## src/rtl/alu_op_decoder.sv

```systemverilog
// Registered RV32I decode stage in front of the ALU: maps an instruction and its
// operands to an ALU control code plus arguments, behind a 2-entry skid buffer.
module alu_op_decoder #(
   parameter int XLEN = 32
) (
   input  logic            clk,
   input  logic            rst_n,
   input  logic            in_valid,
   output logic            in_ready,
   input  logic [31:0]     instr,
   input  logic [XLEN-1:0] pc,
   input  logic [XLEN-1:0] rs1_data,
   input  logic [XLEN-1:0] rs2_data,
   output logic            out_valid,
   input  logic            out_ready,
   output logic [3:0]      alu_ctrl,
   output logic [XLEN-1:0] arg1,
   output logic [XLEN-1:0] arg2,
   output logic            cmp_sel,
   output logic            illegal
);

   localparam logic [3:0] ALU_ADD  = 4'b0000;
   localparam logic [3:0] ALU_SUB  = 4'b0001;
   localparam logic [3:0] ALU_SRL  = 4'b0010;
   localparam logic [3:0] ALU_SRA  = 4'b0011;
   localparam logic [3:0] ALU_SLL  = 4'b0100;
   localparam logic [3:0] ALU_XOR  = 4'b0101;
   localparam logic [3:0] ALU_OR   = 4'b0110;
   localparam logic [3:0] ALU_AND  = 4'b0111;
   localparam logic [3:0] ALU_CMPU = 4'b1000;
   localparam logic [3:0] ALU_CMPS = 4'b1001;

   localparam logic [6:0] OPC_OP     = 7'b0110011;
   localparam logic [6:0] OPC_OP_IMM = 7'b0010011;
   localparam logic [6:0] OPC_LUI    = 7'b0110111;
   localparam logic [6:0] OPC_AUIPC  = 7'b0010111;
   localparam logic [6:0] OPC_LOAD   = 7'b0000011;
   localparam logic [6:0] OPC_STORE  = 7'b0100011;

   localparam logic [6:0] F7_BASE = 7'b0000000;
   localparam logic [6:0] F7_ALT  = 7'b0100000;

   typedef struct packed {
      logic [3:0]      alu_ctrl;
      logic [XLEN-1:0] arg1;
      logic [XLEN-1:0] arg2;
      logic            cmp_sel;
      logic            illegal;
   } dec_t;

   logic [6:0]      opcode;
   logic [2:0]      funct3;
   logic [6:0]      funct7;
   logic [XLEN-1:0] imm_i;
   logic [XLEN-1:0] imm_s;
   logic [XLEN-1:0] imm_u;
   logic [XLEN-1:0] shamt;
   dec_t            dec;

   assign opcode = instr[6:0];
   assign funct3 = instr[14:12];
   assign funct7 = instr[31:25];
   assign imm_i  = {{(XLEN-12){instr[31]}}, instr[31:20]};
   assign imm_s  = {{(XLEN-12){instr[31]}}, instr[31:25], instr[11:7]};
   assign imm_u  = {instr[31:12], 12'b0};
   assign shamt  = {{(XLEN-5){1'b0}}, instr[24:20]};

   // Register-index fields are resolved upstream; only their operand values arrive here.
   logic unused_reg_fields;
   assign unused_reg_fields = ^instr[19:15];

   function automatic logic [3:0] f3_ctrl(input logic [2:0] f3, input logic alt);
      logic [3:0] code;
      case (f3)
         3'b000:  code = alt ? ALU_SUB : ALU_ADD;
         3'b001:  code = ALU_SLL;
         3'b010:  code = ALU_CMPS;
         3'b011:  code = ALU_CMPU;
         3'b100:  code = ALU_XOR;
         3'b101:  code = alt ? ALU_SRA : ALU_SRL;
         3'b110:  code = ALU_OR;
         default: code = ALU_AND;
      endcase
      return code;
   endfunction

   always_comb begin
      // NOTE: every field gets a default before the case so no path infers a latch.
      dec = '0;
      case (opcode)
         OPC_OP: begin
            dec.alu_ctrl = f3_ctrl(funct3, funct7[5]);
            dec.cmp_sel  = (funct3 == 3'b010) || (funct3 == 3'b011);
            dec.arg1     = rs1_data;
            dec.arg2     = rs2_data;
            dec.illegal  = !((funct7 == F7_BASE) ||
                             ((funct7 == F7_ALT) && ((funct3 == 3'b000) || (funct3 == 3'b101))));
         end
         OPC_OP_IMM: begin
            dec.alu_ctrl = f3_ctrl(funct3, (funct3 == 3'b101) && funct7[5]);
            dec.cmp_sel  = (funct3 == 3'b010) || (funct3 == 3'b011);
            dec.arg1     = rs1_data;
            dec.arg2     = ((funct3 == 3'b001) || (funct3 == 3'b101)) ? shamt : imm_i;
            dec.illegal  = ((funct3 == 3'b001) && (funct7 != F7_BASE)) ||
                           ((funct3 == 3'b101) && (funct7 != F7_BASE) && (funct7 != F7_ALT));
         end
         OPC_LUI: begin
            dec.arg2 = imm_u;
         end
         OPC_AUIPC: begin
            dec.arg1 = pc;
            dec.arg2 = imm_u;
         end
         OPC_LOAD: begin
            dec.arg1 = rs1_data;
            dec.arg2 = imm_i;
         end
         OPC_STORE: begin
            dec.arg1 = rs1_data;
            dec.arg2 = imm_s;
         end
         default: dec.illegal = 1'b1;
      endcase
      // Unsupported encodings still flow downstream, but with a clean zero payload.
      if (dec.illegal) begin
         dec         = '0;
         dec.illegal = 1'b1;
      end
   end

   dec_t out_q, out_d, skid_q, skid_d;
   logic out_valid_q, out_valid_d;
   logic skid_valid_q, skid_valid_d;
   logic in_ready_q;
   logic accept, consume;

   assign accept  = in_valid && in_ready_q;
   assign consume = out_valid_q && out_ready;

   always_comb begin
      out_d        = out_q;
      out_valid_d  = out_valid_q;
      skid_d       = skid_q;
      skid_valid_d = skid_valid_q;
      if (consume && skid_valid_q) begin
         out_d        = skid_q;
         skid_valid_d = 1'b0;
      end else if (accept && (!out_valid_q || consume)) begin
         out_d       = dec;
         out_valid_d = 1'b1;
      end else if (accept) begin
         skid_d       = dec;
         skid_valid_d = 1'b1;
      end else if (consume) begin
         out_valid_d = 1'b0;
      end
   end

   // NOTE: sequential state uses non-blocking assignments so all registers update together.
   always_ff @(posedge clk) begin
      if (!rst_n) begin
         out_q        <= '0;
         out_valid_q  <= 1'b0;
         skid_valid_q <= 1'b0;
         in_ready_q   <= 1'b0;
      end else begin
         out_q        <= out_d;
         out_valid_q  <= out_valid_d;
         skid_valid_q <= skid_valid_d;
         in_ready_q   <= !skid_valid_d;
      end
   end

   // NOTE: skid payload needs no reset; it is never observed unless skid_valid_q is set.
   always_ff @(posedge clk) begin
      skid_q <= skid_d;
   end

   assign in_ready  = in_ready_q;
   assign out_valid = out_valid_q;
   assign alu_ctrl  = out_q.alu_ctrl;
   assign arg1      = out_q.arg1;
   assign arg2      = out_q.arg2;
   assign cmp_sel   = out_q.cmp_sel;
   assign illegal   = out_q.illegal;

endmodule

```

## config.mk

```make
export PLATFORM = sky130hd
export DESIGN_NAME = alu_op_decoder
export DESIGN_NICKNAME = d
export VERILOG_FILES = /design/src/rtl/alu_op_decoder.sv
export SDC_FILE = /design/constraint.sdc
export NUM_CORES = 1
export LEC_CHECK = 0
export ABC_AREA = 1
export BUFFER_PORTS_ARGS = -buffer_cell sky130_fd_sc_hd__buf_4
export CORE_UTILIZATION = 50
export DETAILED_ROUTE_END_ITERATION = 6
export PLACE_DENSITY = 0.88
export SETUP_SLACK_MARGIN = 0.3
export SYNTH_ARGS = -nofsm -noshare
export SYNTH_HDL_FRONTEND = slang
export SYNTH_SLANG_ARGS = --single-unit
```

## constraint.sdc

```tcl
create_clock -name clk -period 8.5 [get_ports clk]
set_input_delay 1.7 -clock clk [delete_from_list [all_inputs] [get_ports clk]]
set_output_delay 1.7 -clock clk [all_outputs]
set_load 0.01 [all_outputs]
```

Word level (Yosys, flattened, before mapping)
Cells that the tools add are included.
{"block": "word_totals", "wordCells": 80, "inputBits": 132, "out_inout_bits": 72, "ff_bits": 143}
{"block": "op_classes", "n_reduce_logical": 29, "n_bitwise": 2, "n_eq_ne": 15, "mux": 21}
{"op": "$mux 70", "count": 3}
{"op": "$pmux 32 s5", "count": 1}
{"op": "$pmux 32 s2", "count": 1}
{"op": "$pmux 4 s7", "count": 2}
{"op": "$mux 32", "count": 1}
{"op": "$eq 7x6->1 const B", "count": 4}
{"op": "$eq 7x5->1 const B", "count": 2}
{"op": "$mux 1", "count": 11}
{"op": "$eq 3x3->1 const B", "count": 3}
{"op": "$logic_and 1x1->1", "count": 9}
{"op": "$pmux 4 s2", "count": 1}
{"op": "$reduce_or 4->1", "count": 2}
{"op": "$eq 7x2->1 const B", "count": 1}
{"op": "$logic_not 7->1", "count": 1}
{"op": "$ne 7x6->1 const B", "count": 1}
{"op": "$reduce_bool 7->1", "count": 1}
{"op": "$eq 3x2->1 const B", "count": 2}
{"op": "$logic_or 1x1->1", "count": 6}
{"op": "$reduce_and 3->1", "count": 2}
{"op": "$reduce_bool 2->1", "count": 2}
{"op": "$reduce_or 2->1", "count": 2}
{"op": "$eq 3x1->1 const B", "count": 1}
{"op": "$logic_not 1->1", "count": 3}
{"op": "$logic_not 3->1", "count": 1}
{"op": "other kinds (3)", "count": 4}

Longest topological paths before layout
Gate-level depths: netlist of the first run.
{"block": "logic_depth", "depth_word": 9, "mapped_depth": 12, "mapped_depth_nobuf": 11}

Worst setup path after synthesis of the first run
Ideal clock, no wire load.
{"block": "synth_path", "kind": "input port to flip-flop", "start": "in in_valid", "end": "reg skid_q[0] (netlist bit), enable pin", "path_buffers": 1, "t_arrival_ns": 5.191, "stages": 5, "required_ns": 8.002, "path_slack_ns": 2.811, "setup_ns": 0.498, "path_cell_list": "nand2_1 o21bai_2 buf_2 nand2_1 nor2_1"}
{"block": "synth_between", "elab_chain_len": 4}
{"element": "start, declared", "line": "8", "rtl": "input logic in_valid,"}
{"element": "$logic_and 1x1->1 *", "line": "138", "rtl": "assign accept = in_valid && in_ready_q;"}
{"element": "$logic_and 1x1->1", "line": "149", "rtl": "end else if (accept && (!out_valid_q || consume)) begin"}
{"element": "$not 1->1 (no source line)"}
{"element": "$reduce_and 3->1 (no source line) *"}
{"element": "end signal, assigned", "line": "177", "rtl": "skid_q <= skid_d;"}
{"element": "end, declared", "line": "132", "rtl": "dec_t out_q, out_d, skid_q, skid_d;"}
Mark *: on every way between the ends. The rest lies on a longest branch, timed or not.
A chain may end at the register's enable or synchronous reset.

==> results.toml, run 1 <==
[grt]
global_route_wire_length_before_repair_um = 35110
grt_max_degree = 95
track_usage_pct = 27.27
total_congestion_overflow_after_global_routing = 0
first_global_vias = 7187
grt_antenna_before_repair = 0

[clock_network]
ctsLongestPathBuffers = 2
cts_root_buffer = "sky130_fd_sc_hd__clkbuf_16"
hold_buffer_count_at_cts = 0
numCtsBuffers = 17
clk_latency_ns = 0.42
tritoncts = "built"
cts.htree.levels = 4
cts_post_setup_buffers_inserted = 0
clkTransAtPathRegs_ns = 0.06
clock_sink_count = 143
cts.repair.resized = 0

[cells_and_area]
finish.utilization_pct = 65.57
syn2layout_area_growth_pct = 26.87
post_layout_nonfiller_instances = 1457
antenna-diode-count = 0
fin_nets = 1365
drive_gt1_share_pct = 21.59

[hold_path]
hold_path.class = "reg -> reg"
worst_hold_startpoint = "alu_ctrl[3]$_SDFFE_PN0P_"
hold_end = "alu_ctrl[3]$_SDFFE_PN0P_"
hold_depth = 2

[die]
fp.dieArea_um2 = 16400
die_w_um = 128.0
core_region_area_um2 = 15370
die_height_um = 128.0
starting_density_of_the_core_pct = 51.68
fp_rows = 45
floorplan.io_pins = 204

[yosys]
syn-cell-area_um2 = 7944
synth_top_area_share_pct = 26.46
ys_seq_area_share_pct = 44.86
post_synth_num_cell_types = 29
yosys.area.top_type = "sky130_fd_sc_hd__edfxtp_1"
postSynthNetCount = 1214
syn_inst = 1082
postSynthAreaPerCell_um2 = 7.342
yosys_register_bits = 143
synth_top_cells_by_area = "sky130_fd_sc_hd__edfxtp_1, sky130_fd_sc_hd__dfxtp_1, sky130_fd_sc_hd__inv_1"
synth_warnings = 0

[drt]
wl_met2_um = 10480
drc = 0
detailedRoute.firstPassIterationCount = 6
num_vias = 7828
antenna_violating_nets_post_route = 0
highest_metal_used = "met4"
met3RoutedLength_um = 1919
drt_first_iter_violations = 728
route.final.wire_length_um = 21810
route.detailed.vias_per_inst = 5.373
detail_route.wl_per_cell_um = 14.97
wl_met1_um = 8897

[sta]
final-max-slew-violation-count = 0
final-setup-viol-count = 0
transition_at_the_pin_with_the_smallest_max_transition_slack_ns = 1.194
hold_viol = 0
setup-tns-final_ns = 0
rsz0062_at_grt = "false"
final.setup_skew_ns = 0.008723
slew_headroom_pct = 19.96
whs_ns = 0.5770
post_route_setup_slack_ns = 3.822
timing.final.crit_share_pct = 55.04
max_freq_ghz = 0.2138
finalWorstPathRequiredPeriod_ns = 4.678

[placement]
place.gp.congestion = 0.9297
placed_cells = 1425
place.detailed.hpwl_um = 14620
place_worst_setup_slack_ns = 3.432
io_buffer_count = 203

[power_and_ir_drop]
powerDensity_nw_per_um2 = 162.8
total_leakage_power_nw = 4.268
irDropWorstVdd_mv = 0.1820

[critical_path]
r2r_setup_slack_ns = 4.79
worstSetupStartpointType = "input pin"
worst-endpoint-required_ns = 8.76
worst_r2r_endpoint = "skid_q[1]$_DFFE_PP_"
critPathMaxFanout = 68
worst_ep_arrival_time_ns = 4.94
setup_crit_path_kind = "in -> reg"
crit_path_end_kind = "register"
worstReg2RegStart = "out_valid$_SDFFE_PN0P_"
r2r_cells = 6

[outcome]
run_status = "complete, no violations"

[job]
cap_viol_max_count = 0
## cells by family (layout without fill, tap and decap cells)
kind of cell	Yosys count	after routing	share of synthesized area, %
buffers and inverters	355	519	17.53
flip-flops	143	143	44.86
AO/OA/AOI/OAI	208	208	14.02
AND/OR/NAND/NOR	376	376	23.59
## sequential cells by signal, summed over array words and instances (netlist names)
name	flops
skid_q	70
arg1	32
arg2	32
alu_ctrl	4
cmp_sel	1
illegal	1
in_ready	1
out_valid	1
skid_valid_q	1
## critical path: stages
cell and delay, ns:
sky130_fd_sc_hd__buf_4 0.11, sky130_fd_sc_hd__inv_2 0.06, sky130_fd_sc_hd__nand2_2 0.08, sky130_fd_sc_hd__nor2_8 0.49, sky130_fd_sc_hd__nand2_2 0.60, sky130_fd_sc_hd__nand2_2 0.59
sky130_fd_sc_hd__buf_4 0.55, sky130_fd_sc_hd__nand2_2 0.08, sky130_fd_sc_hd__buf_4 0.38, sky130_fd_sc_hd__a31oi_1 0.25
## layer usage
metal  GRT usage (%)  vias up
li1                -     3866
met1           34.96     3523
met2           45.81      400
met3           5.175       39
met4           10.03        0
met5               0        -
## synth_stat cells
cell type                    n
sky130_fd_sc_hd__nor2_4      2
sky130_fd_sc_hd__o22ai_1    32
sky130_fd_sc_hd__o21ai_0    71
sky130_fd_sc_hd__buf_1      10
sky130_fd_sc_hd__nand2_2     8
sky130_fd_sc_hd__buf_2      21
sky130_fd_sc_hd__a31oi_2     1
sky130_fd_sc_hd__o221ai_1    2
sky130_fd_sc_hd__buf_6       4
sky130_fd_sc_hd__nor2_8      1
sky130_fd_sc_hd__nand3_1   144
sky130_fd_sc_hd__nand4_1    80
sky130_fd_sc_hd__inv_2       7
sky130_fd_sc_hd__nor3_1      4
sky130_fd_sc_hd__and3_1      1
sky130_fd_sc_hd__a21oi_1    94
sky130_fd_sc_hd__dfxtp_1    73
sky130_fd_sc_hd__a31oi_1     5
sky130_fd_sc_hd__inv_1     267
sky130_fd_sc_hd__buf_4       1
sky130_fd_sc_hd__nor2_2      4
sky130_fd_sc_hd__nand2_1    78
sky130_fd_sc_hd__o211ai_1    2
sky130_fd_sc_hd__nand2_4     1
sky130_fd_sc_hd__nor2_1     52
sky130_fd_sc_hd__edfxtp_1   70
sky130_fd_sc_hd__clkbuf_1   45
sky130_fd_sc_hd__nor3_2      1
sky130_fd_sc_hd__o21bai_2    1
## power by group
part,internal [mW],switching [mW]
clock network,0.476,0.278
logic,0.0588,0.0873
registers,0.735,0.00572
## how the worst max path moves through the flow
stage	slack, ns	cells past startpoint	end	from
2_1_floorplan	2.81	5	skid_q[0]$_DFFE_PP_	in_valid
3_3_place_gp	3.55	11	illegal$_SDFFE_PN0P_	instr[3]
3_5_place_dp	3.43	10	skid_q[3]$_DFFE_PP_	instr[2]
4_1_cts	3.86	10	skid_q[3]$_DFFE_PP_	instr[2]
5_1_grt	3.56	10	skid_q[13]$_DFFE_PP_	instr[2]
6_report	3.82	10	skid_q[3]$_DFFE_PP_	instr[2]
## cells in the final DEF (no fill, tap or decap), types with 5 or more instances in the layout
cell	synthesis	layout
sky130_fd_sc_hd__nand2_2	8	8
sky130_fd_sc_hd__dfxtp_1	73	73
sky130_fd_sc_hd__buf_4	1	213
sky130_fd_sc_hd__nand4_1	80	80
sky130_fd_sc_hd__inv_2	7	7
sky130_fd_sc_hd__nand2_1	78	78
sky130_fd_sc_hd__edfxtp_1	70	70
sky130_fd_sc_hd__o22ai_1	32	32
sky130_fd_sc_hd__nor2_1	52	51
sky130_fd_sc_hd__clkbuf_16	0	18
sky130_fd_sc_hd__o21ai_0	71	71
sky130_fd_sc_hd__a21oi_1	94	94
sky130_fd_sc_hd__nand3_1	144	143
sky130_fd_sc_hd__inv_1	267	267
sky130_fd_sc_hd__a31oi_1	5	5
## through the flow
| step | total power, mW | area [um2] |
|---|---|---|
| 2_1_floorplan | 0.8232 | 7944 |
| 3_3_place_gp | 0.8963 | 9479 |
| 3_5_place_dp | 0.8991 | 9479 |
| 4_1_cts | 1.646 | 10080 |
| 5_1_grt | 1.692 | 10080 |
| 6_report | 1.641 | 10080 |
## final cells by class
type,instances,area (um2)
clock buffers,21,461.7
clock inverters,11,137.6
fillers,1275,5293
inverters,274,1028
multi-input cells,584,3024
flip-flops and latches,143,3563
well taps,211,264.0
repair buffers,213,1599
No activity file was read; power rests on OpenSTA's default activity.
==> run 2: changes to the inputs <==
Settings changed: CORE_UTILIZATION 50 to 49, PLACE_DENSITY 0.88 to 0.9.
Clock period 8.5 ns to 3.91 ns, I/O delays scaled along.
==> run 2 against run 1 <==
- worst hold slack improved by 0.0087 ns
- sequential power is 120% higher
- register-to-register slack got worse by 3.0 ns
- global-route usage decreased by 0.19 points
- worst setup slack got worse by 2.6 ns
- count of clock-buffer cells in the layout shrank 2
- non-clock buffer count increased by 8
- via count is 0.74% lower
- first-iteration DRC count down 16%
- sequential share of layout area fell by 0.23 points
- critical path type unchanged
- highest routed layer unchanged
==> results.toml, run 2 (synthesis results as in run 1) <==
[hold_path]
hold_depth = 2
hold_path.class = "reg -> reg"

[clock_network]
cts_post_setup_buffers_inserted = 0
hold_buffer_count_at_cts = 0
cts_root_buffer = "sky130_fd_sc_hd__clkbuf_16"
clkTransAtPathRegs_ns = 0.06
ctsLongestPathBuffers = 2
clk_latency_ns = 0.42
cts.htree.levels = 4
cts.repair.resized = 0
numCtsBuffers = 17
tritoncts = "built"
clock_sink_count = 143

[critical_path]
worst_ep_arrival_time_ns = 3.05
critPathMaxFanout = 34
worstSetupStartpointType = "input pin"
largest_stage_delay_on_the_critical_path_ns = 0.41
setup_crit_path_kind = "in -> reg"
cp_cell_sequence = "buf_4 > inv_2 > nand2_2 > nor2_8 > buf_4 > nand2_2 > buf_4 > nand2_2 > buf_4 > nand4_1 > a21oi_1"
worst_path_max_delay_cell = "sky130_fd_sc_hd__buf_4"
crit_top_cell = "sky130_fd_sc_hd__buf_4"
timing.critical_path.buf_inv = 5
r2r_cells = 7
worst_path_dominant_cell_family = "buffers and inverters"
crit_path_end_kind = "register"
timing.critical_path.depth = 11
worst-endpoint-required_ns = 4.26

[cells_and_area]
post_layout_nonfiller_instances = 1470
antenna-diode-count = 0
drive_gt1_share_pct = 22.25
largest_register_ffs = 70
top_register = "skid_q"
filler_cell_count = 1358
fin_nets = 1373
syn2layout_area_growth_pct = 27.70
final_common_cell = "sky130_fd_sc_hd__inv_1"
final_cell_mix = "sky130_fd_sc_hd__inv_1, sky130_fd_sc_hd__buf_4, sky130_fd_sc_hd__nand3_1"

[die]
core_region_area_um2 = 15830
fp.dieArea_um2 = 16730
fp_rows = 46
die_height_um = 129.3
floorplan.io_pins = 204
die_w_um = 129.3
starting_density_of_the_core_pct = 50.19

[power_and_ir_drop]
total_leakage_power_nw = 4.300
irDropWorstVdd_mv = 0.3217
powerDensity_nw_per_um2 = 352.3

[sta]
setup-tns-final_ns = 0
final-max-slew-violation-count = 0
hold_viol = 0
whs_ns = 0.5857
finalWorstPathRequiredPeriod_ns = 2.700
transition_at_the_pin_with_the_smallest_max_transition_slack_ns = 1.053
slew_headroom_pct = 29.72
timing.final.crit_share_pct = 69.04
rsz0062_at_grt = "false"
final.setup_skew_ns = 0.005716
final-setup-viol-count = 0
max_freq_ghz = 0.3704

[job]
cap_viol_max_count = 0

[drt]
route.detailed.vias_per_inst = 5.286
detailedRoute.firstPassIterationCount = 5
route.final.wire_length_um = 21970
drt_first_iter_violations = 608
detail_route.wl_per_cell_um = 14.94
num_vias = 7770
antenna_violating_nets_post_route = 0
drc = 0

[grt]
grtUsageMet1_pct = 33.14
global_route.usage.met3_pct = 5.780
grt_antenna_before_repair = 0
global_route_wire_length_before_repair_um = 35110
total_congestion_overflow_after_global_routing = 0
first_global_vias = 7321
grt_max_degree = 72
global_route.peak_usage_layer = "met2"
gr-usage-met2_pct = 46.24
track_usage_pct = 27.08

[placement]
place.detailed.hpwl_um = 14710
io_buffer_count = 203
placed_cells = 1438
place.gp.congestion = 0.9131

[outcome]
run_status = "complete, no violations"
run 2: cell types whose count changed in the layout (fill, tap and decap cells not counted):
cell / change
sky130_fd_sc_hd__buf_4: +8
sky130_fd_sc_hd__clkbuf_1: -1
sky130_fd_sc_hd__clkbuf_16: -1
sky130_fd_sc_hd__clkinv_1: -1
sky130_fd_sc_hd__clkinv_2: -2
sky130_fd_sc_hd__clkinv_4: +3
sky130_fd_sc_hd__clkinvlp_4: +1
sky130_fd_sc_hd__inv_6: +1
run 2: area by class of cell:
class                      instances  area [um2]  share of cell area [%]
timing repair buffer             221        1659                   16.35
tap                              216       270.3                   2.664
multi-input combinational        584        3024                   29.81
clock buffer                      19       432.9                   4.267
sequential                       143        3563                   35.13
clock inverter                    13       166.4                   1.640
inverter                         274        1028                   10.14
run 2: metal layers:
metal | vias up | part of all wire (%)
met4 | 0 | 2.6
met3 | 37 | 8.4
met1 | 3503 | 41
met2 | 354 | 48
met5 | - | 0
li1 | 3876 | -
run 2: worst paths after layout:
path / start / to / slack [ns]
max: instr[2] / arg1[8]$_SDFFE_PN0P_ / 1.21
min: cmp_sel$_SDFFE_PN0P_ / cmp_sel$_SDFFE_PN0P_ / 0.59
max reg2reg: out_valid$_SDFFE_PN0P_ / arg2[15]$_SDFFE_PN0P_ / 1.84
min reg2reg: cmp_sel$_SDFFE_PN0P_ / cmp_sel$_SDFFE_PN0P_ / 0.59
run 2: per-stage QoR:
stage / util (%) / cell area [um2] / worst slack [ns] / power, mW
after global routing: 64.09 / 10140 / 0.9885 / 3.697
after CTS: 64.09 / 10140 / 1.235 / 3.590
after floorplan: - / 7951 / 1.016 / 1.788
after global placement: 60.31 / 9545 / 0.8330 / 1.954
after detailed placement: 60.31 / 9545 / 0.8020 / 1.961
final: 64.09 / 10140 / 1.210 / 3.574
run 2: tightest hold or removal path, cell delays in order (launching register included):
cell	delay, ns
sky130_fd_sc_hd__dfxtp_1	0.32
sky130_fd_sc_hd__o221ai_1	0.18
sky130_fd_sc_hd__a21oi_1	0.04
run 2: where the power goes:
group | internal [mW] | switching, mW | leakage (nW)
Combinational | 0.130 | 0.193 | 2.70
Clock | 1.01 | 0.638 | 0.284
Sequential | 1.60 | 0.0112 | 1.31
==> run 3: changes to the inputs <==
Settings changed: ABC_AREA 1 to 0, CORE_UTILIZATION 49 to 46, PLACE_DENSITY 0.9 to 0.88.
Clock period 3.91 ns to 2.2 ns, I/O delays scaled along.
==> run 3 against run 2 <==
- count of clock-buffer cells in the layout grew 2
- sequential share of layout area grew 0.34 points
- synthesized area shrank 19%
- worst setup slack lost 1.2 ns
- clock power grew 77%
- core utilization grew 11 points
- global-route usage grew 2.9 points
- critical path type unchanged
- largest cell class unchanged
- highest routed layer unchanged
==> results.toml, run 3 <==
[sta]
rsz0062_at_grt = "true"
finalWorstPathRequiredPeriod_ns = 2.157
timing.final.crit_share_pct = 98.06
final-setup-viol-count = 0
final-max-slew-violation-count = 0
slew_headroom_pct = 56.47
final.setup_skew_ns = 0.008341
max_freq_ghz = 0.4635
transition_at_the_pin_with_the_smallest_max_transition_slack_ns = 0.6516
hold_viol = 0

[clock_network]
clk_latency_ns = 0.42
cts_root_buffer = "sky130_fd_sc_hd__clkbuf_16"
numCtsBuffers = 17
clkTransAtPathRegs_ns = 0.06
cts.htree.levels = 4
clock_sink_count = 143
ctsLongestPathBuffers = 2
tritoncts = "built"

[critical_path]
worst-endpoint-required_ns = 2.54
r2r_setup_slack_ns = 0.19
worst_r2r_endpoint = "arg2[8]$_SDFFE_PN0P_"
worstSetupStartpointType = "input pin"
endpoint = "arg2[8]$_SDFFE_PN0P_"
r2r_cells = 5
worst_ep_arrival_time_ns = 2.50
critPathMaxFanout = 17
crit_path_start = "instr[25]"
setup_crit_path_kind = "in -> reg"
crit_path_end_kind = "register"
worstReg2RegStart = "skid_valid_q$_SDFF_PN0_"

[drt]
route.detailed.vias_per_inst = 6.276
detail_route.wl_per_cell_um = 22.44
detailedRoute.firstPassIterationCount = 5
num_vias = 6383
drc = 0
route.final.wire_length_um = 22820
drt_first_iter_violations = 675
antenna_violating_nets_post_route = 0

[power_and_ir_drop]
report.power.total_mw = 6.355
register_share_of_total_power_pct = 43.9
swShare_pct = 22.52
power_frac_comb_pct = 10.4
total_leakage_power_nw = 3.779
internal_power_mw = 4.924
share_clk_of_total_power_pct = 45.8
switchingPower_mw = 1.431
powerDensity_nw_per_um2 = 632.0
irDropWorstVdd_mv = 0.4775

[grt]
total_congestion_overflow_after_global_routing = 0
global_route_wire_length_before_repair_um = 32960
grtUsageMet1_pct = 37.60
grt_max_degree = 71
track_usage_pct = 29.94
global_route.usage.met3_pct = 5.991
global_route.peak_usage_layer = "met2"
first_global_vias = 6071
gr-usage-met2_pct = 49.89
grt_antenna_before_repair = 0

[placement]
place.detailed.hpwl_um = 12660
place.gp.congestion = 0.8545
io_buffer_count = 203

[die]
core_region_area_um2 = 13450
starting_density_of_the_core_pct = 47.85
fp_rows = 42
floorplan.io_pins = 204
fp.dieArea_um2 = 14470
die_w_um = 120.3
die_height_um = 120.3

[yosys]
postSynthAreaPerCell_um2 = 10.61
synth_top_cells_by_area = "sky130_fd_sc_hd__edfxtp_1, sky130_fd_sc_hd__dfxtp_1, sky130_fd_sc_hd__a22o_1"
syn-cell-area_um2 = 6437
post_synth_num_cell_types = 37
ys_top_cells_by_count = "sky130_fd_sc_hd__dfxtp_1, sky130_fd_sc_hd__edfxtp_1, sky130_fd_sc_hd__nor2_1"
async_set_reset_flop_share_out_of_synthesis_pct = 0
synth_warnings = 0
yosys_register_bits = 143
postSynthNetCount = 739
ys_seq_area_share_pct = 55.35
ys_dominant_reg_cell = "sky130_fd_sc_hd__dfxtp_1"
synth.most_common_cell = "sky130_fd_sc_hd__dfxtp_1"
yosys.area.top_type = "sky130_fd_sc_hd__edfxtp_1"
syn_inst = 607
number_of_enable_type_register_cells_in_the_synthesized_netlist = 70
synth_top_area_share_pct = 32.65

[cells_and_area]
antenna-diode-count = 0
filler_cell_count = 840
ff_latch_area_um2 = 3566
finish.utilization_pct = 74.75
drive_gt1_share_pct = 48.75
top_register = "skid_q"
final_common_cell = "sky130_fd_sc_hd__buf_4"
final_cell_mix = "sky130_fd_sc_hd__buf_4, sky130_fd_sc_hd__dfxtp_1, sky130_fd_sc_hd__edfxtp_1"
fin_nets = 960
largest_register_ffs = 70
syn2layout_area_growth_pct = 56.21
footprint_of_the_multi_input_gates_um2 = 3154

[outcome]
run_status = "complete, no violations"

[hold_path]
hold_path.class = "in -> reg"

[job]
cap_viol_max_count = 0
## run 3: metrics by stage
stage               setup TNS (ns)  area [um2]  hold WS, ns  setup slack [ns]  cells
floorplan                   -46.77        6608       0.5167           -0.5430    607
global placement            -38.65        8462       0.5204           -0.4505    962
detailed placement          -43.16        8462       0.5319           -0.4971    962
CTS                              0        9733       0.2903           0.04312   1012
global route                     0       10060       0.3026           0.04252   1017
finish                           0       10060       0.3019           0.04258   1017
## run 3: logic make-up after synthesis
| kind of cell | count (synthesis) | synth area share [%] |
|---|---|---|
| multiplexers | 5 | 0.7775 |
| flip-flops | 143 | 55.35 |
| XOR/XNOR | 2 | 0.2722 |
| buffers and inverters | 71 | 4.607 |
| AO/OA/AOI/OAI | 242 | 29.60 |
| AND/OR/NAND/NOR | 144 | 9.388 |
## run 3: worst min path at each step
| stage | start | endpoint | cells after the start |
|---|---|---|---|
| floorplan | skid_q[66]$_DFFE_PP_ | alu_ctrl[0]$_SDFFE_PN0P_ | 2 |
| global placement | in_ready$_SDFF_PN0_ | out_valid$_SDFFE_PN0P_ | 2 |
| detailed placement | arg2[13]$_SDFFE_PN0P_ | arg2[13]$_SDFFE_PN0P_ | 2 |
| CTS | rst_n | skid_valid_q$_SDFF_PN0_ | 2 |
| global route | rst_n | skid_valid_q$_SDFF_PN0_ | 2 |
| finish | rst_n | skid_valid_q$_SDFF_PN0_ | 2 |
## run 3: area by class of cell
cell class / instances / share of cell area, %
Clock buffer: 21 / 4.479
Clock inverter: 11 / 1.394
Inverter: 7 / 0.4230
Multi-Input combinational cell: 393 / 31.37
Sequential cell: 143 / 35.46
Tap cell: 176 / 2.190
Timing Repair Buffer: 264 / 24.41
Timing Repair inverter: 2 / 0.2737
## run 3: metal layers
metal	up-vias	part of all wire [%]
met4	0	4.1
met1	3095	38
met2	432	50
met3	85	8.1
li1	2771	-
met5	-	0
## run 3: repair_timing
item                       CTS  global route
pin swaps                    4             8
buffers inserted             7             3
gates resized for setup     88            62
gates cloned                11             2
hold buffers                 0             0
setup endpoints to repair  134           136
## run 3: power groups by stage
stage	clock network, mW	logic [mW]	registers, mW
6_report	2.91	0.659	2.79
5_1_grt	3.03	0.691	2.79
4_1_cts	2.90	0.625	2.79
3_5_place_dp	0	0.563	2.85
3_3_place_gp	0	0.555	2.85
2_1_floorplan	0	0.246	2.85
## run 3: critical path: stages
cell and delay [ns]:
sky130_fd_sc_hd__buf_6 0.09, sky130_fd_sc_hd__or4_4 0.53, sky130_fd_sc_hd__nor3_4 0.24, sky130_fd_sc_hd__buf_4 0.17
sky130_fd_sc_hd__a21oi_2 0.07, sky130_fd_sc_hd__or4_4 0.52, sky130_fd_sc_hd__clkbuf_16 0.24, sky130_fd_sc_hd__o22ai_1 0.18
